===== config.mk =====
export PLATFORM = sky130hd
export DESIGN_NAME = soc_uart_wb_slave
export DESIGN_NICKNAME = d
export VERILOG_FILES = /design/src/rtl/soc_uart_wb_pkg.sv /design/src/rtl/soc_uart_tx_fifo.sv /design/src/rtl/soc_uart_wb_slave.sv
export SDC_FILE = /design/constraint.sdc
export NUM_CORES = 1
export LEC_CHECK = 0
export ABC_AREA = 1
export CORE_MARGIN = 2
export CORE_UTILIZATION = 30
export DETAILED_ROUTE_END_ITERATION = 7
export HOLD_SLACK_MARGIN = 0.1
export MAX_ROUTING_LAYER = met4
export SLEW_MARGIN = 5
export SYNTH_ARGS = -nofsm -noshare
export SYNTH_HDL_FRONTEND = slang
export SYNTH_SLANG_ARGS = --single-unit
export TNS_END_PERCENT = 10

===== constraint.sdc =====
create_clock -name wb_clk_i -period 3.34 [get_ports wb_clk_i]
set_input_delay 0.668 -clock wb_clk_i [delete_from_list [all_inputs] [get_ports wb_clk_i]]
set_output_delay 0.668 -clock wb_clk_i [all_outputs]
set_load 0.01 [all_outputs]

===== src/rtl/soc_uart_wb_pkg.sv =====
// Shared constants for the SoC UART Wishbone target port.
// Contents: local address width, register indices (adr[4:2]) and byte offsets,
// and bit positions inside the STATUS and IER registers.
package soc_uart_wb_pkg;

  localparam int unsigned LOCAL_AW = 24;
  localparam int unsigned DATA_W   = 32;
  localparam int unsigned BYTE_W   = 8;

  // Register index as decoded from adr[4:2]
  localparam logic [2:0] REG_TXDATA = 3'd0;
  localparam logic [2:0] REG_RXDATA = 3'd1;
  localparam logic [2:0] REG_STATUS = 3'd2;
  localparam logic [2:0] REG_IER    = 3'd3;

  // Byte offsets of the same registers
  localparam logic [LOCAL_AW-1:0] OFS_TXDATA = 24'h00_0000;
  localparam logic [LOCAL_AW-1:0] OFS_RXDATA = 24'h00_0004;
  localparam logic [LOCAL_AW-1:0] OFS_STATUS = 24'h00_0008;
  localparam logic [LOCAL_AW-1:0] OFS_IER    = 24'h00_000C;

  // STATUS bit positions
  localparam int unsigned ST_TX_EMPTY = 0;
  localparam int unsigned ST_TX_FULL  = 1;
  localparam int unsigned ST_RX_VALID = 2;
  localparam int unsigned ST_TX_OVF   = 3;
  localparam int unsigned ST_RX_OVF   = 4;
  localparam int unsigned ST_CNT_LSB  = 8;
  localparam int unsigned ST_CNT_W    = 8;

  // IER bit positions
  localparam int unsigned IER_RX_IE  = 0;
  localparam int unsigned IER_TXE_IE = 1;

endpackage : soc_uart_wb_pkg


===== src/rtl/soc_uart_tx_fifo.sv =====
// Synchronous byte FIFO for the UART transmit path.
// Ports: i_clk/i_rst (sync, active-high), i_push/i_data write side,
// i_pop read side, o_data head entry (0 while empty), o_full, o_empty,
// o_count occupancy (AW+1 bits).
// A push while full or a pop while empty is ignored; full/empty use the
// pre-edge count, so a push on a full FIFO is dropped even with a pop.
module soc_uart_tx_fifo #(
  parameter int unsigned AW = 4,
  parameter int unsigned DW = 8
) (
  input  logic          i_clk,
  input  logic          i_rst,
  input  logic          i_push,
  input  logic [DW-1:0] i_data,
  input  logic          i_pop,
  output logic [DW-1:0] o_data,
  output logic          o_full,
  output logic          o_empty,
  output logic [AW:0]   o_count
);

  localparam int unsigned DEPTH = 1 << AW;
  localparam int unsigned CNT_W = AW + 1;

  logic [DW-1:0]    r_mem [DEPTH];
  logic [AW-1:0]    r_wr_ptr;
  logic [AW-1:0]    r_rd_ptr;
  logic [CNT_W-1:0] r_count;
  logic             w_push_ok;
  logic             w_pop_ok;

  assign o_full    = (r_count == CNT_W'(DEPTH));
  assign o_empty   = (r_count == '0);
  assign o_count   = r_count;
  assign o_data    = o_empty ? '0 : r_mem[r_rd_ptr];
  assign w_push_ok = i_push & ~o_full;
  assign w_pop_ok  = i_pop & ~o_empty;

  // Storage array, not reset
  always_ff @(posedge i_clk) begin
    if (w_push_ok) begin
      r_mem[r_wr_ptr] <= i_data;
    end
  end

  // Pointers wrap naturally at DEPTH
  always_ff @(posedge i_clk) begin
    if (i_rst) begin
      r_wr_ptr <= '0;
      r_rd_ptr <= '0;
      r_count  <= '0;
    end else begin
      if (w_push_ok) begin
        r_wr_ptr <= r_wr_ptr + AW'(1);
      end
      if (w_pop_ok) begin
        r_rd_ptr <= r_rd_ptr + AW'(1);
      end
      case ({w_push_ok, w_pop_ok})
        2'b10:   r_count <= r_count + CNT_W'(1);
        2'b01:   r_count <= r_count - CNT_W'(1);
        default: r_count <= r_count;
      endcase
    end
  end

endmodule : soc_uart_tx_fifo


===== src/rtl/soc_uart_wb_slave.sv =====
// Wishbone slave for the SoC UART target: TX byte FIFO drained over a
// valid/ready stream, one-byte RX holding register, sticky overflow flags
// and a registered level interrupt.
// Ports: wb_* Wishbone slave (24-bit byte address, 32-bit data, ack/err),
// int_o level interrupt, tx_data_o/tx_valid_o/tx_ready_i TX stream,
// rx_data_i/rx_valid_i/rx_ready_o RX stream (never back-pressured).
// Every request is answered by exactly one ack or err in the next cycle.
module soc_uart_wb_slave
  import soc_uart_wb_pkg::*;
#(
  parameter int unsigned TX_FIFO_AW = 4
) (
  input  logic                wb_clk_i,
  input  logic                wb_rst_i,
  input  logic [LOCAL_AW-1:0] wb_adr_i,
  input  logic [DATA_W-1:0]   wb_dat_i,
  output logic [DATA_W-1:0]   wb_dat_o,
  input  logic [3:0]          wb_sel_i,
  input  logic                wb_we_i,
  input  logic                wb_cyc_i,
  input  logic                wb_stb_i,
  output logic                wb_ack_o,
  output logic                wb_err_o,
  output logic                int_o,
  output logic [BYTE_W-1:0]   tx_data_o,
  output logic                tx_valid_o,
  input  logic                tx_ready_i,
  input  logic [BYTE_W-1:0]   rx_data_i,
  input  logic                rx_valid_i,
  output logic                rx_ready_o
);

  localparam int unsigned CNT_W = TX_FIFO_AW + 1;

  logic              r_ack;
  logic              r_err;
  logic [DATA_W-1:0] r_dat;
  logic              r_int;
  logic              r_rx_ready;
  logic              r_rx_valid;
  logic [BYTE_W-1:0] r_rx_byte;
  logic              r_tx_ovf;
  logic              r_rx_ovf;
  logic              r_rx_ie;
  logic              r_txe_ie;

  logic              w_req;
  logic [2:0]        w_idx;
  logic              w_adr_ok;
  logic              w_rd;
  logic              w_wr;
  logic              w_tx_push;
  logic              w_tx_pop;
  logic              w_tx_full;
  logic              w_tx_empty;
  logic [CNT_W-1:0]  w_tx_count;
  logic              w_rx_pop;
  logic              w_rx_ovf_set;
  logic              w_status_wr;
  logic [DATA_W-1:0] w_status;
  logic [DATA_W-1:0] w_rd_data;
  logic              w_unused;

  // Request qualification and address decode
  assign w_req    = wb_cyc_i & wb_stb_i & ~r_ack & ~r_err;
  assign w_idx    = wb_adr_i[4:2];
  assign w_adr_ok = (wb_adr_i[LOCAL_AW-1:5] == '0) && (w_idx <= REG_IER);
  assign w_rd     = w_req & w_adr_ok & ~wb_we_i;
  assign w_wr     = w_req & w_adr_ok & wb_we_i & wb_sel_i[0];

  assign w_tx_push    = w_wr && (w_idx == REG_TXDATA);
  assign w_tx_pop     = ~w_tx_empty & tx_ready_i;
  assign w_rx_pop     = w_rd && (w_idx == REG_RXDATA) && r_rx_valid;
  assign w_status_wr  = w_wr && (w_idx == REG_STATUS);
  // A new byte that finds the holder occupied (and not being read) is lost
  assign w_rx_ovf_set = rx_valid_i & r_rx_valid & ~w_rx_pop;

  // Address bits [1:0], upper data bits and lanes 1..3 carry no function
  assign w_unused = ^{wb_adr_i[1:0], wb_dat_i[DATA_W-1:BYTE_W], wb_sel_i[3:1]};

  soc_uart_tx_fifo #(
    .AW (TX_FIFO_AW),
    .DW (BYTE_W)
  ) u_tx_fifo (
    .i_clk   (wb_clk_i),
    .i_rst   (wb_rst_i),
    .i_push  (w_tx_push),
    .i_data  (wb_dat_i[BYTE_W-1:0]),
    .i_pop   (w_tx_pop),
    .o_data  (tx_data_o),
    .o_full  (w_tx_full),
    .o_empty (w_tx_empty),
    .o_count (w_tx_count)
  );

  // STATUS image from pre-edge state
  always_comb begin
    w_status              = '0;
    w_status[ST_TX_EMPTY] = w_tx_empty;
    w_status[ST_TX_FULL]  = w_tx_full;
    w_status[ST_RX_VALID] = r_rx_valid;
    w_status[ST_TX_OVF]   = r_tx_ovf;
    w_status[ST_RX_OVF]   = r_rx_ovf;
    w_status[ST_CNT_LSB +: ST_CNT_W] = ST_CNT_W'(w_tx_count);
  end

  // Read data mux
  always_comb begin
    w_rd_data = '0;
    case (w_idx)
      REG_RXDATA: w_rd_data = DATA_W'({r_rx_valid, r_rx_byte});
      REG_STATUS: w_rd_data = w_status;
      REG_IER: begin
        w_rd_data[IER_RX_IE]  = r_rx_ie;
        w_rd_data[IER_TXE_IE] = r_txe_ie;
      end
      default: w_rd_data = '0;
    endcase
  end

  // Bus response: one-cycle ack or err, data only on acked reads
  always_ff @(posedge wb_clk_i) begin
    if (wb_rst_i) begin
      r_ack <= 1'b0;
      r_err <= 1'b0;
      r_dat <= '0;
    end else begin
      r_ack <= w_req & w_adr_ok;
      r_err <= w_req & ~w_adr_ok;
      r_dat <= w_rd ? w_rd_data : '0;
    end
  end

  // Control registers and sticky flags; a flag set beats a same-cycle clear
  always_ff @(posedge wb_clk_i) begin
    if (wb_rst_i) begin
      r_tx_ovf   <= 1'b0;
      r_rx_ovf   <= 1'b0;
      r_rx_ie    <= 1'b0;
      r_txe_ie   <= 1'b0;
      r_rx_ready <= 1'b0;
      r_int      <= 1'b0;
    end else begin
      r_rx_ready <= 1'b1;
      if (w_tx_push && w_tx_full) begin
        r_tx_ovf <= 1'b1;
      end else if (w_status_wr && wb_dat_i[ST_TX_OVF]) begin
        r_tx_ovf <= 1'b0;
      end
      if (w_rx_ovf_set) begin
        r_rx_ovf <= 1'b1;
      end else if (w_status_wr && wb_dat_i[ST_RX_OVF]) begin
        r_rx_ovf <= 1'b0;
      end
      if (w_wr && (w_idx == REG_IER)) begin
        r_rx_ie  <= wb_dat_i[IER_RX_IE];
        r_txe_ie <= wb_dat_i[IER_TXE_IE];
      end
      r_int <= (r_rx_ie & r_rx_valid) | (r_txe_ie & w_tx_empty);
    end
  end

  // RX holding register; a same-edge read frees the slot for the new byte
  always_ff @(posedge wb_clk_i) begin
    if (wb_rst_i) begin
      r_rx_valid <= 1'b0;
      r_rx_byte  <= '0;
    end else if (rx_valid_i) begin
      if (!r_rx_valid || w_rx_pop) begin
        r_rx_valid <= 1'b1;
        r_rx_byte  <= rx_data_i;
      end
    end else if (w_rx_pop) begin
      r_rx_valid <= 1'b0;
    end
  end

  assign wb_ack_o   = r_ack;
  assign wb_err_o   = r_err;
  assign wb_dat_o   = r_dat;
  assign int_o      = r_int;
  assign rx_ready_o = r_rx_ready;
  assign tx_valid_o = ~w_tx_empty;

endmodule : soc_uart_wb_slave

Word level (Yosys, flattened, before mapping)
Memories as Yosys holds them, arrays and structs flattened. A register that Yosys moved wholly into a read port is not among the register bits.
Cells that the tools add are included.
Operators by class
  mux-type cells: 16
  order comparisons: 1
  reductions and logical operators: 21
  bitwise gates (word level): 24
  $add $sub $neg: 4
  equality and inequality tests: 7
Operators with widths (count)
  $pmux W11 S2: 1
  $logic_not A19 Y1: 1
  $and A1 B1 Y1: 15
  $mux W1: 10
  $pmux W5 S2: 1
  $logic_and A1 B1 Y1: 9
  $add A4 B1 Y4 const B: 2
  $mux W4: 2
  $mux W8: 1
  $not A1 Y1: 8
  $reduce_bool A2 Y1: 4
  $eq A3 B2 Y1 const B: 2
  $pmux W2 S3: 1
  $add A5 B1 Y5 const B: 1
  $eq A5 B5 Y1 const B: 1
  $logic_not A5 Y1: 1
  $sub A5 B1 Y5 const B: 1
  $reduce_and A2 Y1: 2
  $eq A3 B1 Y1 const B: 1
  $le A3 B2 Y1 const B: 1
  $logic_not A3 Y1: 1
  $eq A2 B1 Y1 const B: 1
  $eq A2 B2 Y1 const B: 1
  $ne A2 B1 Y1 const B: 1
  other kinds (4): 4
Storage, ports and cells
  output and inout port bits: 45
  memories: 1
  bits of input ports: 75
  register bits: 62
  memory bits (writable): 128
  logic and storage cells: 88
Memory list
  u_tx_fifo.r_mem: words 16, width 8, read ports 1, clocked after memory_dff 1, write ports 1, RTL line soc_uart_tx_fifo.sv:25  | logic [DW-1:0] r_mem [DEPTH];

Depth between registers and ports, before layout
  word-level depth: 10
  mapped depth: 14

Hierarchy
A second synthesis with hierarchy kept.
Second synthesis, totals
  cell total of the unflattened synthesis: 686
  area total of the unflattened synthesis: 7362.1 um2
By module, submodules not included
  soc_uart_tx_fifo: cells each 483, instances 1, area each 5924.4 um2, sequential area each 4184.0 um2
  soc_uart_wb_slave: cells each 203, instances 1, area each 1437.6 um2, sequential area each 600.6 um2

Worst setup path before layout
OpenSTA, ideal clock, no wires.
  path kind: input to register
  from: input port wb_adr_i[19]
  to: register u_tx_fifo.r_count[4], in the netlist u_tx_fifo.o_count[4]
  stages: 14
  slack: 600 ps
  arrival: 2670 ps
  path through: nor2_1 nand2_1 nor2_1 nand4_2 nor2_4 nand3_4 ha_1 xor2_1 ha_1 a21o_1 a31oi_1 xor2_1 nand2_1 a21oi_1
Between the ends
  cells in the longest elaborated chain, start to end: 9
  elaborated cells on any way between the ends: 11
  classes of those cells: eq/ne (2); mux (1); bitwise (4); reduce/logical (4)
Ends and longest elaborated chain
  start: declaration: RTL line soc_uart_wb_slave.sv:15  | input logic [LOCAL_AW-1:0] wb_adr_i,
  $logic_not A19 Y1 (*): RTL line soc_uart_wb_slave.sv:67  | assign w_adr_ok = (wb_adr_i[LOCAL_AW-1:5] == '0) && (w_idx <= REG_IER);
  $logic_and A1 B1 Y1 (*): RTL line soc_uart_wb_slave.sv:67
  $and A1 B1 Y1 (*) (3 in series): RTL line soc_uart_wb_slave.sv:69  | assign w_wr = w_req & w_adr_ok & wb_we_i & wb_sel_i[0];
  $logic_and A1 B1 Y1 (*): RTL line soc_uart_wb_slave.sv:71  | assign w_tx_push = w_wr && (w_idx == REG_TXDATA);
  $and A1 B1 Y1 (*): RTL line soc_uart_tx_fifo.sv:36  | assign w_push_ok = i_push & ~o_full;
  $eq A2 B1 Y1 / $eq A2 B2 Y1 (equally long branches): RTL line soc_uart_tx_fifo.sv:59  | case ({w_push_ok, w_pop_ok})
  $pmux W5 S2 / $reduce_bool A2 Y1 (equally long branches)
  end signal: assignment: RTL line soc_uart_tx_fifo.sv:60  | 2'b10: r_count <= r_count + CNT_W'(1);
  end signal: assignment: RTL line soc_uart_tx_fifo.sv:61  | 2'b01: r_count <= r_count - CNT_W'(1);
  end signal: assignment: RTL line soc_uart_tx_fifo.sv:62  | default: r_count <= r_count;
  end: declaration: RTL line soc_uart_tx_fifo.sv:28  | logic [CNT_W-1:0] r_count;
Mark *: on every way between the ends. The rest lies on a longest branch, timed or not.
A chain may end at the register's enable or synchronous reset.

==> results.md <==
* Status: complete, no violations
* Ys async rst share at 0%
* Fmax at 0.311 GHz
* Post-Route Setup TNS at 0 ns
* Worst slew margin at 50.2%
* Bufs on Longest Clock Path at 2
* Worst EP arrival at 2.55 ns
* Measured slew at the worst slew-check pin at 0.745 ns
* Number of routed nets with antenna violations at 0
* Hold-fix buffers at CTS at 0
* Combinational Power Share at 27.6%
* Crit. End Element: primary output
* Max_cap viols at 0
* Worst min-delay path class: register to register
* Total I/O pin count at 120
* CP Max Fanout at 24
* Vias in the first global route at 4952
* Initial antenna violation count at 0
* Avg Vias per Cell at 4.59
* Worst Skew at 0.00754 ns
* Cell area power density at 677 mW/mm²
* Design Power at 6.11 mW
* Final HPWL DP at 11.0 mm
* Area growth from synthesis to layout at 24.7%
* IO buf count at 71
* FF/Latch Area at 0.00479 mm²
* Clock Pin Slew Worst Setup and Hold Paths at 0.06 ns
* Syn avg cell area at 11.0 µm²
* Internal power at 4.22 mW
* R2r setup slk at 0.55 ns
* Final setup fails at 0
* Total Routed Length at 16.7 mm
* Maximum VDD drop at 351 µV
* Setup crit start kind: register
* Final core utilization at 38.3%
* FILL cells at 2324
* Synthesis-stage register bit count at 175
* WP data required at 2.67 ns
* CTS tree: yes
* CTS Buf Count at 17
* Unrepaired setup endpoints after global routing: yes
* Largest net degree at the start of global routing at 44
* H-tree depth at 4
* Total Die Area at 0.0254 mm²
* Chip width at 159 µm
* Largest stage delay on the critical path at 0.58 ns
* First-pass GRT wire length at 26.5 mm
* Synth unique cells at 36
* Grt ovf at 0
* DR WL/cell at 15.4 µm
* Post-CTS Setup Inserts at 0
* Site Rows at 56
* Fraction of power consumed by sequential logic at 40.4%
* Vias at 4989
* Clock sink count at 175
* Diodes inserted at 0
* Top_reg_cell synth: edfxtp_1
* Clock Latency Late Sink at 0.42 ns
* Register area share after synthesis at 66.1%
* Yosys warns at 0
* Clock power frac at 32.0%
* Final instance area at 0.00902 mm²
* Post-Syn Area at 0.00724 mm²
* Switch share at 30.9%
* Core area at 0.0235 mm²
* Slew Viols, Final at 0
* Final Cycle Share at 96.4%
* Area of the multi-input gates at 0.00212 mm²
* Starting Density at 30.7%
* Gate Count Post-Synth at 660
* Final Hold Viols at 0
* Cell Chain, Critical Path: inv_1, buf_12, o21ai_0, o22ai_1, nor2_1, nor2_1, o21ai_0, a21oi_1, clkdlybuf4s50_1
* P_sw at 1.89 mW
* Layout cells sized above 1 at 11.2%
* Slowest-stage cell, CP: clkdlybuf4s50_1
* Die height at 159 µm
* Final min period at 3.22 ns
* Starting DRT DRC Count at 383
* CTS root buf: clkbuf_16
* Leak Pwr at 3.23 nW
* GRT Resource Usage Total at 13.9%
* Number of synthesized flops with an enable pin at 128
* Residual DRC at 0
* Final nets at 838
* Placed cell area at 0.00842 mm²
* Initial DRT Pass Iterations at 5
* CP Class: register to primary output
* GPL Wtd Cong at 0.799
[cells in the final DEF (no fill, tap or decap), types with 4 or more instances in the layout]
cell	netlist	layout
inv_2	5	4
clkdlybuf4s50_1	0	69
inv_1	29	30
clkbuf_16	0	19
o22ai_1	12	12
clkinv_2	0	4
ha_1	9	9
xor2_1	5	5
o21ai_0	86	86
edfxtp_1	128	128
nor2_2	4	4
nor2_1	138	138
buf_4	19	30
o221ai_1	20	20
a21oi_1	26	26
nand3_1	19	19
conb_1	1	19
dfxtp_1	47	45
nor3_1	6	6
nand2_1	54	54
[registers in the layout, summed over array words and instances, names as in the netlist, named ones only]
signal / cells
r_rx_byte: 8
u_tx_fifo.o_count: 5
r_txe_ie: 1
rx_ready_o: 1
int_o: 1
wb_dat_o: 13
r_tx_ovf: 1
u_tx_fifo.r_mem: 128
r_rx_ovf: 1
wb_err_o: 1
r_rx_valid: 1
u_tx_fifo.r_wr_ptr: 4
r_rx_ie: 1
wb_ack_o: 1
u_tx_fifo.r_rd_ptr: 4
[kinds of logic (layout without fill, tap and decap cells)]
group	count (synthesis)	in the layout	synth area share, %
compound gates	149	149	11.7
flops	175	175	66.1
buf+inv	83	172	5.46
xor+xnor	6	6	0.726
fa+ha+maj	9	9	1.56
simple gates	237	237	14.4
other cells	1	19	0.0518
[timing repair]
item	4_1_cts	5_1_grt
endpoints found under the hold margin	0	0
setup endpoints to repair	5	6
pin swaps	0	2
gates cloned	0	0
gates resized for setup	2	4
[synthesized netlist by cell type (12+ instances only)]
master	number	area share [%]
nor2_1	138	7.2
o21ai_0	86	5.9
o221ai_1	20	2.4
nand2_1	54	2.8
inv_1	29	1.5
o22ai_1	12	1.0
clkbuf_1	19	0.99
buf_4	19	2.0
nand3_1	19	1.3
a21oi_1	26	1.8
edfxtp_1	128	53
dfxtp_1	47	13
[power by group through the flow]
stage | sequential [mW] | combinational [mW] | clock, mW
6_report | 2.47 | 1.69 | 1.96
2_1_floorplan | 2.48 | 1.03 | 0
3_3_place_gp | 2.51 | 1.66 | 0
3_5_place_dp | 2.51 | 1.68 | 0
5_1_grt | 2.48 | 1.87 | 2.08
4_1_cts | 2.47 | 1.69 | 1.98
[worst max-delay path, delay by kind of cell (launching register included)]
family	cells	cell delay, ns
compound gates	4	0.65
buf+inv	3	0.93
flops	1	0.41
simple gates	2	0.14
[per-layer routing]
| layer | up-vias | routed length [µm] | global-route usage (%) |
|---|---|---|---|
| li1 | 2470 | - | - |
| met1 | 2321 | 7790 | 18.2 |
| met2 | 180 | 7780 | 22.1 |
| met3 | 18 | 1010 | 3.46 |
| met4 | 0 | 160 | 2.85 |
| met5 | - | 0 | - |
[through the flow]
| stage | worst slack (ns) | hold WS [ns] | cells |
|---|---|---|---|
| floorplan | 0.600 | 0.422 | 678 |
| global placement | 0.138 | 0.429 | 1054 |
| detailed placement | 0.0618 | 0.429 | 1054 |
| CTS | 0.00798 | 0.439 | 1086 |
| global route | -0.0741 | 0.476 | 1086 |
| finish | 0.122 | 0.437 | 1086 |
[worst paths after layout]
kind                            depth (start not counted)                  from              endpoint
worst max register to register                         14  u_tx_fifo.o_count[2]  u_tx_fifo.o_count[4]
worst min-delay path                                    2          r_rx_byte[6]           wb_dat_o[6]
worst min register to register                          2          r_rx_byte[6]           wb_dat_o[6]
worst max-delay path                                    9              register          tx_data_o[0]
[area by class of cell]
class / count / share of cell area (%)
clock buffer: 23 / 5.66
clock inverter: 9 / 0.901
inverter: 36 / 1.54
multi-input combinational: 420 / 23.5
sequential: 175 / 53.1
tap: 319 / 4.42
timing repair buffer: 104 / 10.9
Note: power is estimated with default switching activity, not from simulation.
